===== config.mk =====
export PLATFORM = sky130hd
export DESIGN_NAME = multichannel_level_meter
export DESIGN_NICKNAME = d
export VERILOG_FILES = /design/src/rtl/multichannel_level_meter.sv
export SDC_FILE = /design/constraint.sdc
export NUM_CORES = 2
export LEC_CHECK = 0
export CORE_MARGIN = 5
export CORE_UTILIZATION = 50
export DETAILED_ROUTE_END_ITERATION = 6
export PLACE_DENSITY = 0.66
export SETUP_SLACK_MARGIN = 0.15
export SYNTH_ARGS = -nofsm -noshare
export SYNTH_HDL_FRONTEND = slang
export SYNTH_SLANG_ARGS = --single-unit

===== constraint.sdc =====
create_clock -name clock -period 10.2 [get_ports clock]
set_input_delay 2.04 -clock clock [delete_from_list [all_inputs] [get_ports clock]]
set_output_delay 2.04 -clock clock [all_outputs]
set_load 0.02 [all_outputs]

===== src/rtl/multichannel_level_meter.sv =====
// Time-multiplexed level meter: per-channel windowed DC mean, DC-corrected peak,
// mean-square power and clip detection over 2^WINDOW_BITS samples per channel.
module multichannel_level_meter #(
  parameter int DATA_WIDTH  = 16,
  parameter int CHANNELS    = 4,
  parameter int WINDOW_BITS = 20,
  localparam int CH_BITS    = (CHANNELS > 1) ? $clog2(CHANNELS) : 1
) (
  input  logic                      clock,
  input  logic                      reset,
  input  logic                      clear,
  input  logic                      in_valid,
  input  logic [CH_BITS-1:0]        in_channel,
  input  logic [DATA_WIDTH-1:0]     in_data,
  output logic                      out_valid,
  output logic [CH_BITS-1:0]        out_channel,
  output logic [DATA_WIDTH-1:0]     out_dc,
  output logic [DATA_WIDTH-1:0]     out_peak,
  output logic [2*DATA_WIDTH-1:0]   out_power,
  output logic                      out_clip
);
  localparam int DW  = DATA_WIDTH;
  localparam int WB  = WINDOW_BITS;
  localparam int S1W = DW + WB;
  localparam int S2W = 2 * DW + WB;

  localparam logic signed [DW:0]  AC_MAX = {2'b00, {(DW-1){1'b1}}};
  localparam logic signed [DW:0]  AC_MIN = ~AC_MAX + (DW+1)'(1);
  localparam logic signed [S1W:0] DC_MAX = {{(S1W+2-DW){1'b0}}, {(DW-1){1'b1}}};
  localparam logic signed [S1W:0] DC_MIN = ~DC_MAX;
  localparam logic [DW-1:0]       RAW_MAX = {1'b0, {(DW-1){1'b1}}};
  localparam logic [DW-1:0]       RAW_MIN = {1'b1, {(DW-1){1'b0}}};

  function automatic logic signed [DW-1:0] sat_ac(input logic signed [DW:0] x);
    if (x > AC_MAX) return AC_MAX[DW-1:0];
    else if (x < AC_MIN) return AC_MIN[DW-1:0];
    else return x[DW-1:0];
  endfunction

  // Round-half-up divide by the window length, clamped to the sample range.
  function automatic logic signed [DW-1:0] round_dc(input logic signed [S1W-1:0] total);
    logic signed [S1W:0] r;
    r = $signed({total[S1W-1], total});
    r = (r >>> WB) + $signed({{S1W{1'b0}}, total[WB-1]});
    if (r > DC_MAX) return DC_MAX[DW-1:0];
    else if (r < DC_MIN) return DC_MIN[DW-1:0];
    else return r[DW-1:0];
  endfunction

  function automatic logic [2*DW-1:0] round_pw(input logic [S2W-1:0] s);
    logic [S2W-1:0] t;
    t = (s >> WB) + S2W'(s[WB-1]);
    return t[2*DW-1:0];
  endfunction

  logic signed [DW-1:0]  dc_r   [CHANNELS];
  logic [WB-1:0]         cnt_r  [CHANNELS];
  logic signed [S1W-1:0] sum1_r [CHANNELS];
  logic [S2W-1:0]        sum2_r [CHANNELS];
  logic [DW-1:0]         max_r  [CHANNELS];
  logic                  clip_r [CHANNELS];

  logic                  acc;
  logic                  last_in;
  logic signed [DW-1:0]  dc_cur;
  logic signed [S1W-1:0] total;
  logic signed [DW:0]    ac_wide;
  logic                  raw_clip;

  assign acc      = in_valid && !clear && ({1'b0, in_channel} < (CH_BITS+1)'(CHANNELS));
  assign dc_cur   = dc_r[in_channel];
  assign last_in  = (cnt_r[in_channel] == {WB{1'b1}});
  assign total    = sum1_r[in_channel] + $signed({{WB{in_data[DW-1]}}, in_data});
  assign ac_wide  = $signed({in_data[DW-1], in_data}) - $signed({dc_cur[DW-1], dc_cur});
  assign raw_clip = (in_data == RAW_MAX) || (in_data == RAW_MIN);

  always_ff @(posedge clock) begin
    if (reset) begin
      for (int c = 0; c < CHANNELS; c++) begin
        dc_r[c]   <= '0;
        cnt_r[c]  <= '0;
        sum1_r[c] <= '0;
      end
    end else if (clear) begin
      for (int c = 0; c < CHANNELS; c++) begin
        cnt_r[c]  <= '0;
        sum1_r[c] <= '0;
      end
    end else if (acc) begin
      cnt_r[in_channel]  <= cnt_r[in_channel] + WB'(1);
      sum1_r[in_channel] <= last_in ? '0 : total;
      if (last_in) dc_r[in_channel] <= round_dc(total);
    end
  end

  // Stage p0: DC subtraction and saturation
  logic                 vld_p0, last_p0, clip_p0;
  logic [CH_BITS-1:0]   ch_p0;
  logic signed [DW-1:0] ac_p0, dc_p0;

  // Stage p1: magnitude and square
  logic                 vld_p1, last_p1, clip_p1;
  logic [CH_BITS-1:0]   ch_p1;
  logic [DW-1:0]        mag_p1;
  logic [2*DW-1:0]      sq_p1;
  logic signed [DW-1:0] dc_p1;

  // Stage p2: window totals of a completed window
  logic                 vld_p2, clip_p2;
  logic [CH_BITS-1:0]   ch_p2;
  logic [DW-1:0]        pk_p2;
  logic [S2W-1:0]       s2_p2;
  logic signed [DW-1:0] dc_p2;

  logic [S2W-1:0] s2_next;
  logic [DW-1:0]  pk_next;
  logic           cl_next;

  assign s2_next = sum2_r[ch_p1] + S2W'(sq_p1);
  assign pk_next = (mag_p1 > max_r[ch_p1]) ? mag_p1 : max_r[ch_p1];
  assign cl_next = clip_r[ch_p1] | clip_p1;

  always_ff @(posedge clock) begin
    if (reset || clear) begin
      vld_p0 <= 1'b0;
      vld_p1 <= 1'b0;
      vld_p2 <= 1'b0;
    end else begin
      vld_p0 <= acc;
      vld_p1 <= vld_p0;
      vld_p2 <= vld_p1 && last_p1;
    end
  end

  always_ff @(posedge clock) begin
    ch_p0   <= in_channel;
    ac_p0   <= sat_ac(ac_wide);
    clip_p0 <= raw_clip;
    last_p0 <= last_in;
    dc_p0   <= round_dc(total);

    ch_p1   <= ch_p0;
    mag_p1  <= ac_p0[DW-1] ? DW'(-ac_p0) : ac_p0;
    sq_p1   <= ac_p0 * ac_p0;
    clip_p1 <= clip_p0;
    last_p1 <= last_p0;
    dc_p1   <= dc_p0;

    ch_p2   <= ch_p1;
    pk_p2   <= pk_next;
    s2_p2   <= s2_next;
    clip_p2 <= cl_next;
    dc_p2   <= dc_p1;
  end

  // Each accumulator is read and rewritten in one cycle, so same-channel
  // samples on consecutive edges always see the previous update.
  always_ff @(posedge clock) begin
    if (reset || clear) begin
      for (int c = 0; c < CHANNELS; c++) begin
        sum2_r[c] <= '0;
        max_r[c]  <= '0;
        clip_r[c] <= 1'b0;
      end
    end else if (vld_p1) begin
      sum2_r[ch_p1] <= last_p1 ? '0 : s2_next;
      max_r[ch_p1]  <= last_p1 ? '0 : pk_next;
      clip_r[ch_p1] <= last_p1 ? 1'b0 : cl_next;
    end
  end

  always_ff @(posedge clock) begin
    if (reset) begin
      out_valid   <= 1'b0;
      out_channel <= '0;
      out_dc      <= '0;
      out_peak    <= '0;
      out_power   <= '0;
      out_clip    <= 1'b0;
    end else if (clear) begin
      out_valid <= 1'b0;
    end else begin
      out_valid <= vld_p2;
      if (vld_p2) begin
        out_channel <= ch_p2;
        out_dc      <= dc_p2;
        out_peak    <= pk_p2;
        out_power   <= round_pw(s2_p2);
        out_clip    <= clip_p2;
      end
    end
  end
endmodule


**After elaboration in Yosys (flattened, before gate mapping)**

Memory sizes are Yosys's and may differ from the RTL's. A register that Yosys moved wholly into a read port is not among the register bits.
Index checks and enable logic that the tools add are counted.

- Memories: 6
- Logic and storage cells: 131
- Output and inout bits: 68
- Input bits: 22
- Bits in writable memories: 564
- Register bits: 262

- Reduce and logical (&&, ||, !) cells: 14
- Equality and inequality tests: 3
- $lt $le $gt $ge: 5
- Bitwise operators: 10
- Multiplexer cells: 58
- Add/sub/neg operators: 7
- Multiply operators: 1

Memory list:

| name | depth | width | rd ports | clocked after memory_dff | wr ports | line | RTL |
|---|---|---|---|---|---|---|---|
| sum2_r | 4 | 52 | 1 | 1 | 4 | 59 | `logic [S2W-1:0] sum2_r [CHANNELS];` |
| sum1_r | 4 | 36 | 1 | 0 | 4 | 58 | `logic signed [S1W-1:0] sum1_r [CHANNELS];` |
| cnt_r | 4 | 20 | 1 | 0 | 4 | 57 | `logic [WB-1:0] cnt_r [CHANNELS];` |
| dc_r | 4 | 16 | 1 | 0 | 4 | 56 | `logic signed [DW-1:0] dc_r [CHANNELS];` |
| max_r | 4 | 16 | 1 | 1 | 4 | 60 | `logic [DW-1:0] max_r [CHANNELS];` |
| clip_r | 4 | 1 | 1 | 1 | 4 | 61 | `logic clip_r [CHANNELS];` |

Operators by type and width:

| operator | number |
|---|---|
| 36-bit 2-to-1 mux | 6 |
| 16-bit 2-to-1 mux | 11 |
| 52-bit 2-to-1 mux | 2 |
| 20-bit 2-to-1 mux | 5 |
| 52-bit by 32-bit adder with 52-bit output | 1 |
| 52-bit OR reduction | 1 |
| 36-bit by 16-bit adder with 36-bit output | 1 |
| 36-bit OR reduction | 1 |
| 17-bit by 16-bit greater-than comparator with 1-bit output (second input constant) | 2 |
| 17-bit by 16-bit less-than comparator with 1-bit output (second input constant) | 2 |
| 32-bit by 1-bit adder with 32-bit output | 1 |
| 16-bit by 16-bit multiplier with 32-bit output | 1 |
| 16-bit OR reduction | 2 |
| 1-bit 2-to-1 mux | 27 |
| 20-bit by 1-bit adder with 20-bit output (second input constant) | 1 |
| 20-bit == test (second input constant) | 1 |
| 20-bit OR reduction | 1 |
| 16-bit by 2-bit adder with 17-bit output | 1 |
| 16-bit by 16-bit subtractor with 17-bit output | 1 |
| 16-bit by 15-bit == test with 1-bit output (second input constant) | 1 |
| 16-bit == test (second input constant) | 1 |
| 16-bit greater-than comparator | 1 |
| 16-bit negator | 1 |
| 15-bit 2-to-1 mux | 1 |
| other kinds (9) | 25 |

**Longest topological paths before layout**

An unclocked memory read counts as a cell.

- Depth in word-level cells: 11
- Mapped depth: 27

**Worst setup path after synthesis**

OpenSTA, ideal clock, no wires.

- Path type: input port to flip-flop
- Start point: in in_channel[0]
- End point: mem dc_r[0][0] (netlist name) (data pin)
- Library setup time: 0.262 ns
- Slack: 2.060 ns
- Path buffers: 5
- Stages: 21
- Data required time: 9.938 ns
- Arrival time: 7.878 ns
- Path through: buf_2 > buf_2 > clkbuf_1 > clkbuf_1 > buf_1 > mux4_2 > fa_1 > a211oi_1 > o21ai_0 > o21ai_0 > o221a_2 > o31ai_1 > xor2_1 > ha_1 > ha_1 > o211ai_1 > nand2b_1 > nor2_1 > or3_1 > a21boi_2 > nor2_1

RTL lines:

| element | line | RTL |
|---|---|---|
| start: declaration | 13 | `input logic [CH_BITS-1:0] in_channel,` |
| end: declaration | 56 |  |

**Final worst setup path**

- Start point: reg ac_p0[3]
- End point: reg sq_p1[30]

- Word-level cells in the longest chain between the ends: 1

Ends and longest elaborated chain:

| element | line | RTL |
|---|---|---|
| start: declaration | 99 | `logic signed [DW-1:0] ac_p0, dc_p0;` |
| start signal: assignment | 137 | `ac_p0 <= sat_ac(ac_wide);` |
| 16-bit by 16-bit multiplier with 32-bit output | 144 | `sq_p1 <= ac_p0 * ac_p0;` |
| end signal: assignment | 144 |  |
| end: declaration | 105 | `logic [2*DW-1:0] sq_p1;` |

Every way passes these cells.
A chain may end at the register's enable or synchronous reset.

==> summary.txt <==
Layout
  – Total of fill cells in the finished design: 7489
  – Non-filler cells in the finished layout: 5255
  – Multi-input gate area: 0.0207 mm²
  – Core Util, Final: 55.6%
  – Leading cell types in the layout, fill and taps excluded: nor2_1, edfxtp_1, inv_1, nand2_1, fa_1
  – Area growth from synthesis to layout: 10.9%
  – Most common cell after layout, fill and taps aside: nor2_1
  – Register area: 0.0218 mm²
  – Final antenna diode count: 0
  – Number of nets in the layout: 4467
  – Layout cells sized above 1: 9.17%

Place
  – DP HPWL: 69900 µm
  – Final GP Congestion: 0.897
  – Buffers on Ports: 89
  – Number of placed cells counting well taps: 5103

Clocking
  – Clock Sinks: 805
  – Buffer type at the clock tree root: clkbuf_16
  – Total clock buffers created by CTS: 83
  – Clock slew at reported path FFs: 0.06 ns
  – Count of hold buffers inserted by post-cts repair: 0
  – Number of buffers inserted to repair setup after CTS: 0
  – Number of H-tree branching levels: 3
  – Number of buffers on the longest clock path: 3
  – CTS tree: built
  – Source-to-sink clock delay at the later pin of the worst-skew pair: 0.64 ns
  – Post-cts sizing count: 0

Synth
  – Mux contribution to synthesized area: 7.45%
  – Synth unique cells: 83
  – Adder-cell share of the synthesized area: 16.2%
  – Simple logic cell fraction of the synthesized area: 12.3%
  – Synthesized area: 0.0449 mm²
  – Mapped Avg Cell Area: 11.4 µm²
  – Register area share after synthesis: 48.4%
  – Xor/xnor cell area share of the yosys netlist: 3.74%
  – EDFF count, synth: 564
  – Largest family of logic cells by synthesized area: adder cells
  – Fraction of registers with async set/reset: 0%
  – Instance count of the mapped netlist: 3951
  – Primary FF master, synth: edfxtp_1
  – Synthesized net count: 4406
  – Fraction of the mapped netlist area in compound gates: 6.38%
  – Yosys synthesis warning count: 0
  – Count of state elements after synthesis: 805

Worst hold path
  – Worst Hold Depth: 0
  – Hold/Removal Path Class: reg -> reg

Setup path
  – Category of the critical setup timing path: reg -> reg
  – Arrival time at the worst endpoint: 8.39 ns
  – R2R Path End: sq_p1[30]
  – Worst setup SP type: register
  – CP endpoint: sq_p1[30]
  – Register-to-register setup slack: 2.31 ns
  – Data required, critical path: 10.70 ns
  – First element of the critical path: ac_p0[3]
  – CP Capture Type: register
  – Largest fanout of any net on the critical path: 15
  – Depth of the worst register-to-register path: 26
  – Origin of the critical flop-to-flop path: ac_p0[3]

Drt
  – Routed WL per cell: 19.8 µm
  – Routed vias: 28920
  – Total DRC errors in the routed layout: 0
  – DRC marker count from the first detailed-route iteration: 2042
  – Total detailed-routing wirelength: 104000 µm
  – First-pass iteration count of the detailed router: 5
  – Average vias per placed instance: 5.50
  – Post-detailed-route count of antenna-violating nets: 0

GRT
  – Gr usage total: 22.0%
  – Maximum number of pins on one net before global-route repair: 98
  – Via count of the first global-routing pass: 29958
  – Total grt overflow: 0
  – Number of antenna violations at the first check in global routing: 0
  – Global-route wire length before repair: 166000 µm

STA
  – Setup TNS: 0 ns
  – Count of final setup violators: 0
  – Pins over their slew limit: 0
  – Maximum achievable frequency: 127 MHz
  – Final period util: 77.3%
  – Final worst clock skew: 0.0257 ns
  – Shortest period the worst path allows: 7.89 ns
  – Final hold viol count: 0
  – Measured slew at the worst slew-check pin: 1.21 ns
  – Unrepaired setup endpoints after global routing: no
  – Max-Slew Margin vs Limit: 19.2%

Die
  – I/O pin count: 90
  – Row count: 110
  – Area of the core: 0.0896 mm²
  – Height of the chip: 310 µm
  – Horizontal die dimension: 310 µm
  – Starting density of the core: 50.2%
  – Die area: 0.0960 mm²

Run
  – Max-capacitance violation count: 0

Run status
  – Result of the run: finished, final reports clean
-- cells in the mapped netlist (13+ instances only) --
library cell | count | area, µm²
nor2_1 | 661 | 2480
edfxtp_1 | 564 | 16900
inv_1 | 497 | 1870
nand2_1 | 305 | 1140
fa_1 | 243 | 4860
dfxtp_1 | 241 | 4820
ha_1 | 190 | 2380
a21oi_1 | 145 | 726
mux4_2 | 141 | 3180
clkbuf_1 | 129 | 484
xnor2_1 | 121 | 1060
xor2_1 | 71 | 622
o21ai_0 | 64 | 320
nand3_1 | 51 | 255
a21o_1 | 49 | 368
and2_1 | 44 | 275
a211oi_1 | 34 | 255
and3_1 | 30 | 188
nor3_1 | 28 | 140
nand2b_1 | 25 | 156
nand4_1 | 25 | 156
o21a_1 | 24 | 180
or3_1 | 22 | 138
buf_1 | 20 | 75.1
mux2i_1 | 16 | 160
o21bai_1 | 15 | 113
or2_2 | 15 | 93.8
nor2b_1 | 13 | 81.3
-- stage by stage --
stage / setup slack, ns / instance area [µm²] / hold slack, ns
after floorplan: 2.06 / 44900 / 0.310
after global placement: 2.04 / 47100 / 0.310
after detailed placement: 1.93 / 47100 / 0.312
after CTS: 2.26 / 49800 / 0.326
after global routing: 1.69 / 49800 / 0.330
final: 2.31 / 49800 / 0.320
-- routing by layer --
layer	share of wire, %	wire [µm]	global-route usage [%]	vias up
li1	-	-	-	13574
met5	0	0	0	-
met4	3.2	3320	6.86	0
met3	4.6	4790	2.91	187
met2	51	53500	39.4	700
met1	41	42700	28.1	14459
-- worst max-delay path: stages, from the launching register on --
cell,delay [ns]
dfxtp_1,0.83
clkinv_1,0.53
nor2_1,0.31
inv_1,0.10
fa_1,0.52
inv_1,0.05
fa_1,0.47
inv_1,0.05
fa_1,0.50
inv_1,0.05
fa_1,0.46
fa_1,0.54
inv_1,0.05
fa_1,0.53
inv_1,0.04
ha_1,0.36
a21o_1,0.18
a21o_1,0.17
a21oi_1,0.29
nand2_1,0.08
o21ai_0,0.36
o21ai_0,0.17
a21oi_1,0.30
o21ai_0,0.16
a21oi_1,0.32
o21ai_0,0.17
xor2_1,0.16
-- flip-flops by register name, indices dropped and copies added (netlist names), 4 cells and up --
name       count
sum2_r       208
sum1_r       144
cnt_r         80
dc_r          64
max_r         64
s2_p2         33
out_power     32
sq_p1         31
ac_p0         16
dc_p0         16
dc_p1         16
dc_p2         16
out_dc        16
out_peak      16
pk_p2         16
mag_p1        15
clip_r         4
-- area by class of cell --
| type | instances | share of cell area [%] |
|---|---|---|
| Clock buffer | 119 | 4.85 |
| Clock inverter | 33 | 0.633 |
| Inverter | 503 | 3.79 |
| Multi-Input combinational cell | 2484 | 41.6 |
| Sequential cell | 805 | 43.7 |
| Tap cell | 1176 | 2.95 |
| Timing Repair Buffer | 135 | 2.46 |
-- cells by family (layout without fill, tap and decap cells) --
| kind of cell | Yosys count | after routing |
|---|---|---|
| fa+ha+maj | 435 | 435 |
| buf+inv | 662 | 790 |
| flops | 805 | 805 |
| mux | 158 | 158 |
| xor+xnor | 192 | 192 |
| simple gates | 1268 | 1268 |
| compound gates | 431 | 431 |
-- worst min-delay path by stage --
stage                        start       end  slack, ns
after global routing      dc_p1[3]  dc_p2[3]       0.33
after global placement    ch_p0[0]  ch_p1[0]       0.31
after detailed placement  dc_p1[3]  dc_p2[3]       0.31
final                     dc_p0[0]  dc_p1[0]       0.32
after floorplan           ch_p0[0]  ch_p1[0]       0.31
after CTS                 ch_p0[0]  ch_p1[0]       0.33
Power is not shown: default switching activity piles up to over one toggle a cycle in this logic, so the estimate is an artifact.
